**config.mk**
```make
export PLATFORM = sky130hd
export DESIGN_NAME = dac_spi_tx_flat
export DESIGN_NICKNAME = d
export VERILOG_FILES = /design/src/rtl/dac_spi_pkg.sv /design/src/rtl/dac_spi_tx_if.sv /design/src/rtl/dac_spi_frame.sv /design/src/rtl/dac_spi_tx.sv /design/src/flat_wrapper.sv
export SDC_FILE = /design/constraint.sdc
export NUM_CORES = 1
export LEC_CHECK = 0
export ABC_AREA = 1
export CAP_MARGIN = 30
export CORE_ASPECT_RATIO = 0.9
export CORE_MARGIN = 2
export CORE_UTILIZATION = 35
export CTS_CLUSTER_SIZE = 20
export DETAILED_ROUTE_END_ITERATION = 10
export GPL_TIMING_DRIVEN = 1
export PLACE_DENSITY_LB_ADDON = 0.2
export RECOVER_POWER = 50
export REMOVE_ABC_BUFFERS = 1
export SLEW_MARGIN = 20
export SYNTH_ARGS = -nofsm -noshare
export SYNTH_HDL_FRONTEND = slang
export SYNTH_SLANG_ARGS = --single-unit
export TNS_END_PERCENT = 5
```
**constraint.sdc**
```tcl
create_clock -name clk -period 5.1 [get_ports clk]
set_clock_uncertainty 0.1 [all_clocks]
set_input_delay 1.53 -clock clk [delete_from_list [all_inputs] [get_ports clk]]
set_output_delay 1.53 -clock clk [all_outputs]
set_load 0.1 [all_outputs]
```
**src/rtl/dac_spi_pkg.sv**
```systemverilog
// Shared constants and state encoding for the dual-channel DAC SPI transmitter.
package dac_spi_pkg;

    localparam int unsigned FRAME_W = 16;
    localparam int unsigned DATA_W  = 12;

    // MCP4922-style command nibbles: {A/B, BUF, GA_n, SHDN_n}
    localparam logic [3:0] CFG_A_DEF = 4'b0011;
    localparam logic [3:0] CFG_B_DEF = 4'b1011;

    // SETUP/SHIFT/HOLD are walked by the frame engine; the top uses SHIFT to mean
    // "a frame is on the wire" and owns IDLE/GAP/LDAC.
    typedef enum logic [2:0] {
        StIdle,
        StSetup,
        StShift,
        StHold,
        StGap,
        StLdac
    } state_e;

endpackage

```
**src/rtl/dac_spi_tx_if.sv**
```systemverilog
// Waveform-side handshake plus DAC pin bundle for dac_spi_tx.
interface dac_spi_tx_if;

    logic                            start;
    logic [dac_spi_pkg::DATA_W-1:0]  dacA_word;
    logic [dac_spi_pkg::DATA_W-1:0]  dacB_word;
    logic                            busy;
    logic                            done;
    logic                            overrun;
    logic                            cs_n;
    logic                            sclk;
    logic                            mosi;
    logic                            ldac_n;

    // Upstream view: drives the strobe and words, observes status and pins.
    modport master (
        output start, dacA_word, dacB_word,
        input  busy, done, overrun, cs_n, sclk, mosi, ldac_n
    );

    // Transmitter view.
    modport slave (
        input  start, dacA_word, dacB_word,
        output busy, done, overrun, cs_n, sclk, mosi, ldac_n
    );

endinterface

```
**src/rtl/dac_spi_frame.sv**
```systemverilog
// Shifts one 16-bit SPI frame, mode 0, MSB first. The SETUP period doubles as the
// low phase ahead of the first rising edge; each bit then sits high CLK_DIV cycles
// and low CLK_DIV cycles, so mosi only moves as sclk falls.
module dac_spi_frame
    import dac_spi_pkg::*;
#(
    parameter int unsigned CLK_DIV = 2
) (
    input  logic               clk,
    input  logic               rst_n,
    input  logic               load,
    input  logic [FRAME_W-1:0] frame_data,
    output logic               cs_n,
    output logic               sclk,
    output logic               mosi,
    output logic               frame_done
);

    localparam int unsigned    DivW    = (CLK_DIV > 1) ? $clog2(CLK_DIV) : 1;
    localparam logic [DivW-1:0] DivLoad = DivW'(CLK_DIV - 1);
    localparam logic [4:0]     NBits   = 5'(FRAME_W);

    state_e               state_q, state_d;
    logic [DivW-1:0]      div_q, div_d;
    logic [4:0]           bit_q, bit_d;     // rising edges issued so far
    logic [FRAME_W-1:0]   shreg_q, shreg_d;
    logic                 cs_n_q, cs_n_d;
    logic                 sclk_q, sclk_d;
    logic                 mosi_q, mosi_d;

    // State and registered pin drivers.
    always_ff @(posedge clk or negedge rst_n) begin
        if (!rst_n) begin
            state_q <= StIdle;
            div_q   <= '0;
            bit_q   <= '0;
            shreg_q <= '0;
            cs_n_q  <= 1'b1;
            sclk_q  <= 1'b0;
            mosi_q  <= 1'b0;
        end else begin
            state_q <= state_d;
            div_q   <= div_d;
            bit_q   <= bit_d;
            shreg_q <= shreg_d;
            cs_n_q  <= cs_n_d;
            sclk_q  <= sclk_d;
            mosi_q  <= mosi_d;
        end
    end

    // Next state, divider reload at each phase boundary, and next pin values.
    always_comb begin
        state_d    = state_q;
        div_d      = div_q;
        bit_d      = bit_q;
        shreg_d    = shreg_q;
        cs_n_d     = cs_n_q;
        sclk_d     = sclk_q;
        mosi_d     = mosi_q;
        frame_done = 1'b0;
        case (state_q)
            StIdle: begin
                if (load) begin
                    state_d = StSetup;
                    div_d   = DivLoad;
                    bit_d   = '0;
                    shreg_d = frame_data;
                    cs_n_d  = 1'b0;
                    sclk_d  = 1'b0;
                    mosi_d  = frame_data[FRAME_W-1];
                end
            end
            StSetup: begin
                if (div_q == '0) begin
                    state_d = StShift;
                    div_d   = DivLoad;
                    sclk_d  = 1'b1;
                    bit_d   = 5'd1;
                end else begin
                    div_d = div_q - 1'b1;
                end
            end
            StShift: begin
                if (div_q == '0) begin
                    div_d = DivLoad;
                    if (sclk_q) begin
                        sclk_d = 1'b0;
                        // After the last bit mosi simply holds.
                        if (bit_q != NBits) begin
                            shreg_d = {shreg_q[FRAME_W-2:0], 1'b0};
                            mosi_d  = shreg_q[FRAME_W-2];
                        end
                    end else if (bit_q == NBits) begin
                        state_d = StHold;
                    end else begin
                        sclk_d = 1'b1;
                        bit_d  = bit_q + 1'b1;
                    end
                end else begin
                    div_d = div_q - 1'b1;
                end
            end
            StHold: begin
                if (div_q == '0) begin
                    state_d    = StIdle;
                    cs_n_d     = 1'b1;
                    mosi_d     = 1'b0;
                    frame_done = 1'b1;
                end else begin
                    div_d = div_q - 1'b1;
                end
            end
            default: state_d = StIdle;
        endcase
    end

    assign cs_n = cs_n_q;
    assign sclk = sclk_q;
    assign mosi = mosi_q;

endmodule

```
**src/rtl/dac_spi_tx.sv**
```systemverilog
// Sends channel A then channel B as two SPI frames, then pulses LDAC so both DAC
// outputs update together. Both words are captured on the accepted start.
module dac_spi_tx
    import dac_spi_pkg::*;
#(
    parameter int unsigned CLK_DIV = 2,
    parameter int unsigned CS_GAP  = 2,
    parameter logic [3:0]  CFG_A   = CFG_A_DEF,
    parameter logic [3:0]  CFG_B   = CFG_B_DEF
) (
    input logic         clk,
    input logic         rst_n,
    dac_spi_tx_if.slave bus
);

    localparam int unsigned     CntMax  = (CLK_DIV > CS_GAP) ? CLK_DIV : CS_GAP;
    localparam int unsigned     CntW    = (CntMax > 1) ? $clog2(CntMax) : 1;
    localparam logic [CntW-1:0] DivLoad = CntW'(CLK_DIV - 1);
    localparam logic [CntW-1:0] GapLoad = CntW'(CS_GAP - 1);

    state_e              state_q, state_d;
    logic [CntW-1:0]     cnt_q, cnt_d;
    logic                second_q, second_d;   // frame B is (or was last) on the wire
    logic [DATA_W-1:0]   word_b_q, word_b_d;
    logic                busy_q, busy_d;
    logic                done_q, done_d;
    logic                overrun_q, overrun_d;
    logic                ldac_n_q, ldac_n_d;
    logic                load;
    logic [FRAME_W-1:0]  frame_data;
    logic                frame_done;

    dac_spi_frame #(
        .CLK_DIV (CLK_DIV)
    ) u_frame (
        .clk        (clk),
        .rst_n      (rst_n),
        .load       (load),
        .frame_data (frame_data),
        .cs_n       (bus.cs_n),
        .sclk       (bus.sclk),
        .mosi       (bus.mosi),
        .frame_done (frame_done)
    );

    // Sequencer state and registered status outputs.
    always_ff @(posedge clk or negedge rst_n) begin
        if (!rst_n) begin
            state_q   <= StIdle;
            cnt_q     <= '0;
            second_q  <= 1'b0;
            word_b_q  <= '0;
            busy_q    <= 1'b0;
            done_q    <= 1'b0;
            overrun_q <= 1'b0;
            ldac_n_q  <= 1'b1;
        end else begin
            state_q   <= state_d;
            cnt_q     <= cnt_d;
            second_q  <= second_d;
            word_b_q  <= word_b_d;
            busy_q    <= busy_d;
            done_q    <= done_d;
            overrun_q <= overrun_d;
            ldac_n_q  <= ldac_n_d;
        end
    end

    // Frame A -> gap -> frame B -> gap -> LDAC -> idle.
    always_comb begin
        state_d    = state_q;
        cnt_d      = cnt_q;
        second_d   = second_q;
        word_b_d   = word_b_q;
        done_d     = 1'b0;
        ldac_n_d   = 1'b1;
        load       = 1'b0;
        frame_data = {CFG_A, bus.dacA_word};
        overrun_d  = bus.start && (state_q != StIdle);
        case (state_q)
            StIdle: begin
                if (bus.start) begin
                    load     = 1'b1;
                    word_b_d = bus.dacB_word;
                    second_d = 1'b0;
                    state_d  = StShift;
                end
            end
            StShift: begin
                if (frame_done) begin
                    state_d = StGap;
                    cnt_d   = GapLoad;
                end
            end
            StGap: begin
                if (cnt_q == '0) begin
                    if (!second_q) begin
                        load       = 1'b1;
                        frame_data = {CFG_B, word_b_q};
                        second_d   = 1'b1;
                        state_d    = StShift;
                    end else begin
                        state_d  = StLdac;
                        ldac_n_d = 1'b0;
                        cnt_d    = DivLoad;
                    end
                end else begin
                    cnt_d = cnt_q - 1'b1;
                end
            end
            StLdac: begin
                if (cnt_q == '0) begin
                    state_d = StIdle;
                    done_d  = 1'b1;
                end else begin
                    ldac_n_d = 1'b0;
                    cnt_d    = cnt_q - 1'b1;
                end
            end
            default: state_d = StIdle;
        endcase
        busy_d = (state_d != StIdle);
    end

    assign bus.busy    = busy_q;
    assign bus.done    = done_q;
    assign bus.overrun = overrun_q;
    assign bus.ldac_n  = ldac_n_q;

endmodule

```
**src/flat_wrapper.sv**
```systemverilog
// flat-port wrapper written by rule: the top's interface ports become plain ports
module dac_spi_tx_flat import dac_spi_pkg::*;
#(
    parameter int unsigned CLK_DIV = 2,
    parameter int unsigned CS_GAP  = 2,
    parameter logic [3:0]  CFG_A   = CFG_A_DEF,
    parameter logic [3:0]  CFG_B   = CFG_B_DEF
)
  (clk, rst_n, bus_start, bus_dacA_word, bus_dacB_word, bus_busy, bus_done, bus_overrun, bus_cs_n, bus_sclk, bus_mosi, bus_ldac_n);
  dac_spi_tx_if bus_i ();
  input logic clk;
  input logic rst_n;
  input wire logic [$bits(bus_i.start)-1:0] bus_start;
  input wire logic [$bits(bus_i.dacA_word)-1:0] bus_dacA_word;
  input wire logic [$bits(bus_i.dacB_word)-1:0] bus_dacB_word;
  output wire logic [$bits(bus_i.busy)-1:0] bus_busy;
  output wire logic [$bits(bus_i.done)-1:0] bus_done;
  output wire logic [$bits(bus_i.overrun)-1:0] bus_overrun;
  output wire logic [$bits(bus_i.cs_n)-1:0] bus_cs_n;
  output wire logic [$bits(bus_i.sclk)-1:0] bus_sclk;
  output wire logic [$bits(bus_i.mosi)-1:0] bus_mosi;
  output wire logic [$bits(bus_i.ldac_n)-1:0] bus_ldac_n;
  assign bus_i.start = bus_start;
  assign bus_i.dacA_word = bus_dacA_word;
  assign bus_i.dacB_word = bus_dacB_word;
  assign bus_busy = bus_i.busy;
  assign bus_done = bus_i.done;
  assign bus_overrun = bus_i.overrun;
  assign bus_cs_n = bus_i.cs_n;
  assign bus_sclk = bus_i.sclk;
  assign bus_mosi = bus_i.mosi;
  assign bus_ldac_n = bus_i.ldac_n;
  dac_spi_tx #(.CLK_DIV(CLK_DIV), .CS_GAP(CS_GAP), .CFG_A(CFG_A), .CFG_B(CFG_B)) u_core (.clk(clk), .rst_n(rst_n), .bus(bus_i));
endmodule
```
==> qor.yml <==
hold_class: "reg2reg"
fin_crit_ns: 3.653
antenna_found_initial: 0
clk_pin_slew_ns: 0.09
violations: "max-capacitance violations, max-slew violations"
whs_ns: 0.3790
ff2ff_setup_slack_ns: 2.95
viasPerCell: 4.638
grt_pass1_vias: 2111
ys_types: 30
die_h_um: 85.96
r2r_start: "u_core.cnt_q"
start_util: 0.3655
chipWidth_um: 95.07
crit_buf_inv: 2
drive_gt1_frac: 0.06842
rows: 29
place.port_buffers: 33
startpoint: "rst_n"
grt_max_degree: 48
ys_warn_count: 0
hp-start: "u_core.u_frame.shreg_q[12]"
placed_cells: 465
worstPathMaxFanout: 47
crit_type: "in2async"
setup_viol: 0
crit_chain: "buf_2, clkbuf_1"
ant_nets: 0
power_density_mw_per_mm2: 225.6
crit_arrival_ns: 3.43
via_count: 2194
avgSynthCellArea_sq_um: 7.464
gp_congestion: 0.8128
wirelength_um: 5495
drt_iter0_markers: 152
areaGrowthSynthToFinish_pct: 18.77
setup_tns_ns: 0
grtUsageTotal: 0.1465
critPathLaunchType: "input pin"
mostFrequentLayoutCell: "nand2_1"
htree_levels: 2
slowest_delay_ns: 1.80
max_slew.worst_pin.slew_ns: 2.547
crit_family: "buffers and inverters"
max_slew_margin: -0.6980
grt_setup_unrepaired: "no"
worstSkewPairLatency_ns: 0.30
cts_tree: "done"
cts_buffers: 5
nets: 413
clockRootBuffer: "clkbuf_8"
cts_buffer_depth: 2
worstSetupEndpointType: "asynchronous set/reset pin"
die_area_sq_mm: 0.008172
dr.pass1.iters: 5
status: "finished with violations"
final_cell_mix: "137 x nand2_1, 46 x inv_1, 45 x dfrtp_1, 32 x clkdlybuf4s50_1, 19 x o21ai_0"
total_power_mw: 0.7000
post_cts_buffers: 0
n_antenna_cell: 0
period_share: 0.7163
post_cts_resized: 0
crit_slowest_cell: "clkbuf_1"
grt-ovfl-total: 0
num_io_pins: 34
leakage_nw: 1.587
dp_hpwl_um: 3712
grt_pass1_wl_um: 9549
ys_ff_latch: 47
drc: 0
maxCapViolations: 1
ctsHoldBuffers: 0
final_cell_count_no_fill: 473
post_drt_wl_per_cell_um: 11.62
syn_area_sq_mm: 0.002613
timing.fmax_ghz: 0.2737
cp.required_ns: 4.88
hold_violations: 0
cts_sinks: 47
finish.utilization: 0.4341
peakVddDrop_mv: 0.1099
slew_violations: 48
netlist_instances: 350
core-area_sq_mm: 0.007148
ys_seq_area_frac: 0.4511
## power by group
part	total (mW)	switching, mW	internal [mW]
Sequential	0.373	0.000108	0.373
Combinational	0.0392	0.0179	0.0212
Clock	0.288	0.140	0.148
Total	0.700	0.158	0.542
## stage by stage
| step | setup slack [ns] | cell area [sq um] |
|---|---|---|
| 6_report | 1.447 | 3103 |
| 5_1_grt | 0.7693 | 3103 |
| 4_1_cts | 1.487 | 3107 |
| 3_5_place_dp | 1.840 | 2992 |
| 3_3_place_gp | 1.843 | 2992 |
| 2_1_floorplan | 2.543 | 2535 |
## state kept, by name, indices dropped and copies added (netlist names), 2 cells and up
signal                  flops
u_core.state_q              3
u_core.u_frame.shreg_q     15
u_core.u_frame.state_q      2
u_core.word_b_q            12
u_core.u_frame.bit_q        5
## worst reg2reg max path, cell delays in order (launching register included)
cell,delay [ns]
dfrtp_1,0.46
nor2_4,0.34
nand3_4,0.27
nand3_2,0.30
nand3_2,0.35
nand2_1,0.16
nand2_1,0.06
## routing by layer
layer,routed length (um),up-vias,part of all wire,GRT usage
li1,-,1150,-,-
met1,2799,1007,0.51,0.1997
met4,43,0,0.0078,0.03953
met3,188,4,0.034,0.02988
met2,2464,33,0.45,0.2362
met5,0,-,0,0
## cell usage after synthesis
master	n	share of area
nand3_1	18	0.034
buf_1	1	0.0014
dfrtp_1	45	0.43
dfstp_2	2	0.020
nand2_1	137	0.20
buf_2	4	0.0077
nand4_1	16	0.038
buf_4	2	0.0057
o21ai_0	19	0.036
o211ai_1	1	0.0029
nor2_4	3	0.013
inv_2	1	0.0014
o21bai_1	2	0.0057
clkbuf_1	3	0.0043
a21boi_0	1	0.0029
o21ai_1	4	0.0077
nand2_2	1	0.0024
nand3_2	4	0.015
nor2_1	16	0.023
clkinv_1	1	0.0014
or3b_1	1	0.0034
buf_6	2	0.0086
o22ai_1	1	0.0024
a21oi_1	5	0.0096
inv_1	46	0.066
clkbuf_2	1	0.0019
nor3_1	1	0.0019
nand3_4	2	0.013
ha_1	7	0.034
or2_2	3	0.0072
## cells by family (layout without fill, tap and decap cells)
kind of cell             Yosys count  count (layout)  share of synthesized area
AND/OR/NAND/NOR                  202             202                     0.3491
flip-flops                        47              47                     0.4511
adder cells (fa/ha/maj)            7               7                    0.03352
AO/OA/AOI/OAI                     33              33                    0.06753
buffers and inverters             61              91                    0.09865
## path summary, 6_finish.rpt
| check | to | cells after the start |
|---|---|---|
| max | u_core.u_frame.shreg_q[14] | 2 |
| min | u_core.u_frame.shreg_q[12] | 2 |
| max reg2reg | u_core.u_frame.shreg_q[14] | 6 |
| min reg2reg | u_core.u_frame.shreg_q[12] | 2 |
| max in group clk | bus_cs_n | 1 |
| min in group asynchronous | u_core.bus.busy | 2 |
## area by class of cell
type | instances | area, sq um
Clock buffer | 5 | 68.82
Tap cell | 93 | 116.4
Fill cell | 734 | 4045
Timing Repair Buffer | 35 | 336.6
Sequential cell | 47 | 1179
Inverter | 48 | 180.2
Multi-Input combinational cell | 242 | 1176
Clock inverter | 3 | 46.29
(Power assumes the default switching activity.)
